`config.mk`:
```
export PLATFORM = sky130hd
export DESIGN_NAME = dct_eo_stream_split
export DESIGN_NICKNAME = d
export VERILOG_FILES = /design/src/rtl/dct_eo_stream_split.sv
export SDC_FILE = /design/constraint.sdc
export NUM_CORES = 1
export LEC_CHECK = 0
export BUFFER_PORTS_ARGS = -buffer_cell sky130_fd_sc_hd__buf_2
export CAP_MARGIN = 20
export CORE_MARGIN = 2
export CORE_UTILIZATION = 60
export CTS_CLUSTER_SIZE = 25
export DETAILED_ROUTE_END_ITERATION = 10
export PLACE_DENSITY = 0.84
export SLEW_MARGIN = 20
export SYNTH_ARGS = -nofsm -noshare
export SYNTH_HDL_FRONTEND = slang
export SYNTH_SLANG_ARGS = --single-unit
```
`constraint.sdc`:
```
create_clock -name clk -period 4.94 [get_ports clk]
set_input_delay 0.988 -clock clk [delete_from_list [all_inputs] [get_ports clk]]
set_output_delay 0.988 -clock clk [all_outputs]
set_load 0.01 [all_outputs]
```
`src/rtl/dct_eo_stream_split.sv`:
```
// dct_eo_stream_split: assembles N-sample blocks from a stream and emits them as
// even/odd halves (MODE 0) or first-stage DCT butterfly sums/differences (MODE 1).
module dct_eo_stream_split #(
  parameter int W = 8,
  parameter int N = 8,
  parameter int MODE = 0,
  localparam int OW = (MODE == 1) ? W + 1 : W
) (
  input  logic                 clk,
  input  logic                 rst,
  input  logic                 in_valid,
  output logic                 in_ready,
  input  logic [W-1:0]         in_data,
  input  logic                 in_first,
  output logic                 out_valid,
  input  logic                 out_ready,
  output logic [(N/2)*OW-1:0]  out_a,
  output logic [(N/2)*OW-1:0]  out_b,
  output logic                 sync_err
);
  localparam int CW = $clog2(N);
  logic [CW-1:0] cnt_q, cnt_d, idx;
  logic [W-1:0] buf_q [N-1];
  logic [W-1:0] x [N];
  logic [(N/2)*OW-1:0] a_q, b_q, a_d, b_d;
  logic ov_q, ov_d, se_q, acc, last, resync;
  assign in_ready = !(cnt_q == CW'(N-1) && ov_q && !out_ready);
  always_comb begin
    acc = in_valid && in_ready;
    idx = in_first ? '0 : cnt_q;
    last = acc && idx == CW'(N-1);
    resync = acc && in_first && cnt_q != '0;
    cnt_d = acc ? (last ? '0 : idx + CW'(1)) : cnt_q;
    ov_d = last || (ov_q && !out_ready);
  end
  // The final sample bypasses the buffer so the block loads on its own accept edge.
  always_comb begin
    for (int i = 0; i < N-1; i++) x[i] = buf_q[i];
    x[N-1] = in_data;
  end
  for (genvar k = 0; k < N/2; k++) begin : g_lane
    if (MODE == 1) begin : g_bf
      assign a_d[k*OW +: OW] = OW'(signed'(x[k])) + OW'(signed'(x[N-1-k]));
      assign b_d[k*OW +: OW] = OW'(signed'(x[k])) - OW'(signed'(x[N-1-k]));
    end else begin : g_pm
      assign a_d[k*OW +: OW] = x[2*k];
      assign b_d[k*OW +: OW] = x[2*k+1];
    end
  end
  always_ff @(posedge clk) begin
    if (rst) begin
      cnt_q <= '0;
      ov_q <= 1'b0;
      se_q <= 1'b0;
      a_q <= '0;
      b_q <= '0;
      for (int i = 0; i < N-1; i++) buf_q[i] <= '0;
    end else begin
      cnt_q <= cnt_d;
      ov_q <= ov_d;
      se_q <= resync;
      if (acc && !last) buf_q[idx] <= in_data;
      if (last) begin
        a_q <= a_d;
        b_q <= b_d;
      end
    end
  end
  assign out_valid = ov_q;
  assign out_a = a_q;
  assign out_b = b_q;
  assign sync_err = se_q;
endmodule

```
==> qor.yml <==
wl_met1_um: 4690
total_power_mw: 2.41
vdd_ir_drop_max_mv: 0.224
totalWireLength_um: 11200
whs_path_depth: 2
setup_tns_ns: 0
yosys.area.top_type: "dfxtp_1"
r2r_end: "buf_q[4][1]"
path_class: "input port to flip-flop"
synth.avg_cell_area_um2: 10.8
synth.net_count: 495
finalCriticalPeriod_ns: 2.98
avgRoutedWirePerCell_um: 16.8
rsz0062_at_grt: "false"
wl_met3_um: 685
grt_pass1_wl_um: 18000
fillCellCount: 588
worst_slew_pin_slew_ns: 0.890
grt_pass1_vias: 3546
yosysSeqAreaShare: 0.573
post-route-period-util: 0.604
fin_skew_ns: 0.00878
final_nets: 562
post_cts_buffers: 0
dr_wl_met2_um: 5600
ys_ff_latch: 125
antenna_found_initial: 0
crit_fanout: 64
p_leak_nw: 2.41
synth_edf_count: 48
drtIter0Drc: 220
globalplace.congestion: 0.889
min_to: "out_a[11]"
ys_types: 40
via_per_inst: 5.49
grt_max_degree: 75
die-height_um: 97.1
cts.sinks: 125
maxSlewViolCount: 0
cts_max_path_buffers: 2
cts_hold_buf: 0
cp.depth: 7
synth.most_common_cell: "nand2_1"
reg2reg_from: "cnt_q[0]"
status: "complete, no violations"
max_slew_margin: 0.406
drive_gt1_frac: 0.227
path_cells: "buf_2 > nor2b_1 > ha_1 > nand2_1 > a21oi_4 > buf_12 > mux2i_1"
path_delay_family: "simple AND/OR/NAND/NOR gates"
worst-r2r-cell-count: 5
startpoint: "in_first"
synth.area.top_cells: "dfxtp_1 30%, edfxtp_1 28%, mux2i_1 12%, nand2_1 9.6%, and2_1 4.8%"
slowest_delay_ns: 0.71
htreeDepth: 4
required_ns: 5.37
routed.top_layer: "met4"
async_flop_share: 0
cp_slowest_cell: "nor2b_1"
cts_resized: 0
initial_utilization: 0.627
dr_total_vias: 3643
core_area_um2: 8300
critPathBufInv: 2
place.port_buffers: 79
cap_viol_max_count: 0
drtPass1Iterations: 5
synth_top_cell_area_share: 0.296
dp.final_hpwl_um: 6940
hold_class: "flip-flop to flip-flop"
powerDensity_nw_per_um2: 395
finalSetupViolations: 0
dominantRegCellSynth: "dfxtp_1"
startpoint_type: "input port"
cp.arrival_ns: 3.42
fmax_ghz: 0.335
rows: 33
ant_nets: 0
cts.clk_slew.worst_paths_ns: 0.06
tritoncts: "yes"
die-area_um2: 9430
io_pins: 80
ys_top_cells_by_count: "133 x nand2_1, 77 x dfxtp_1, 64 x mux2i_1, 48 x edfxtp_1, 40 x and2_1"
cts_buffers: 17
hold_viol_final: 0
grt_usage: 0.245
hp-start: "out_a[11]"
fp.dieW_um: 97.1
grt-ovfl-total: 0
route.detailed.drc: 0
diodes: 0
end_kind: "flip-flop"
synth_warnings: 0
clk_latency_ns: 0.52
area_growth_pct: 17.2
cts_root_buffer: "clkbuf_8"
reg2reg_setup_slack_ns: 2.03
synthCells: 480
netlist_area_um2: 5200
[layer usage]
layer	up-vias	GRT usage
met5	-	0
met4	0	0.0888
met3	17	0.0691
met2	132	0.411
met1	1743	0.303
li1	1751	-
[where the power goes]
group	total, mW	switching [mW]	internal (mW)
Combinational	0.0828	0.0618	0.0211
Sequential	1.10	0.0111	1.09
Clock	1.23	0.459	0.767
[worst max path at each step]
stage,endpoint
floorplan,buf_q[4][0]
global placement,buf_q[4][7]
detailed placement,buf_q[4][5]
CTS,buf_q[4][1]
global route,buf_q[4][1]
finish,out_a[5]
[cell type report]
class                           count  area [um^2]  share of cell area
Clock buffer                       17          414              0.0679
Inverter                           11         42.5             0.00697
Sequential cell                   125         2980               0.489
Timing Repair Buffer               82          430              0.0705
Clock inverter                     14          169              0.0277
Tap cell                          105          131              0.0215
Multi-Input combinational cell    310         1930               0.316
[registers in the layout (all words and copies together) (netlist names)]
| name | count |
|---|---|
| sync_err | 1 |
| out_valid | 1 |
| buf_q | 56 |
| cnt_q | 3 |
| out_a | 32 |
| out_b | 32 |
[stage by stage]
step	utilization	instance area (um^2)	hold slack (ns)	cells	setup slack [ns]
floorplan	-	5200	0.435	480	1.99
global placement	0.663	5500	0.440	633	1.49
detailed placement	0.664	5510	0.444	633	1.31
CTS	0.734	6090	0.455	664	1.73
global route	0.735	6100	0.477	664	1.83
finish	0.735	6100	0.452	664	1.96
[cell usage in the layout (no fill, tap or decap), drive strengths merged, types with 3 or more instances in the layout]
master  Yosys  final
nor2b       4      4
o21ai       8      8
mux2i      64     64
a21oi      12     12
nand2b      3      3
nand3      10     10
clkinv      1      7
inv        10     13
clkbuf     15     17
buf        19     82
nand2     133    133
and2       40     40
edfxtp     48     48
dfxtp      77     77
nor3        9      9
bufinv      0      3
[logic make-up after synthesis]
kind of cell             Yosys count  synth area share
AO/OA/AOI/OAI                     32            0.0440
adder cells (fa/ha/maj)            2           0.00481
buffers and inverters             45            0.0589
flip-flops                       125             0.573
multiplexers                      64             0.123
AND/OR/NAND/NOR                  212             0.196
[tightest hold or removal path, delay by kind of cell, from the launching register on]
kind	cells	cell delay, ns
flip-flops	1	0.30
multiplexers	1	0.05
AND/OR/NAND/NOR	1	0.05
No activity file was read; power rests on OpenSTA's default activity.
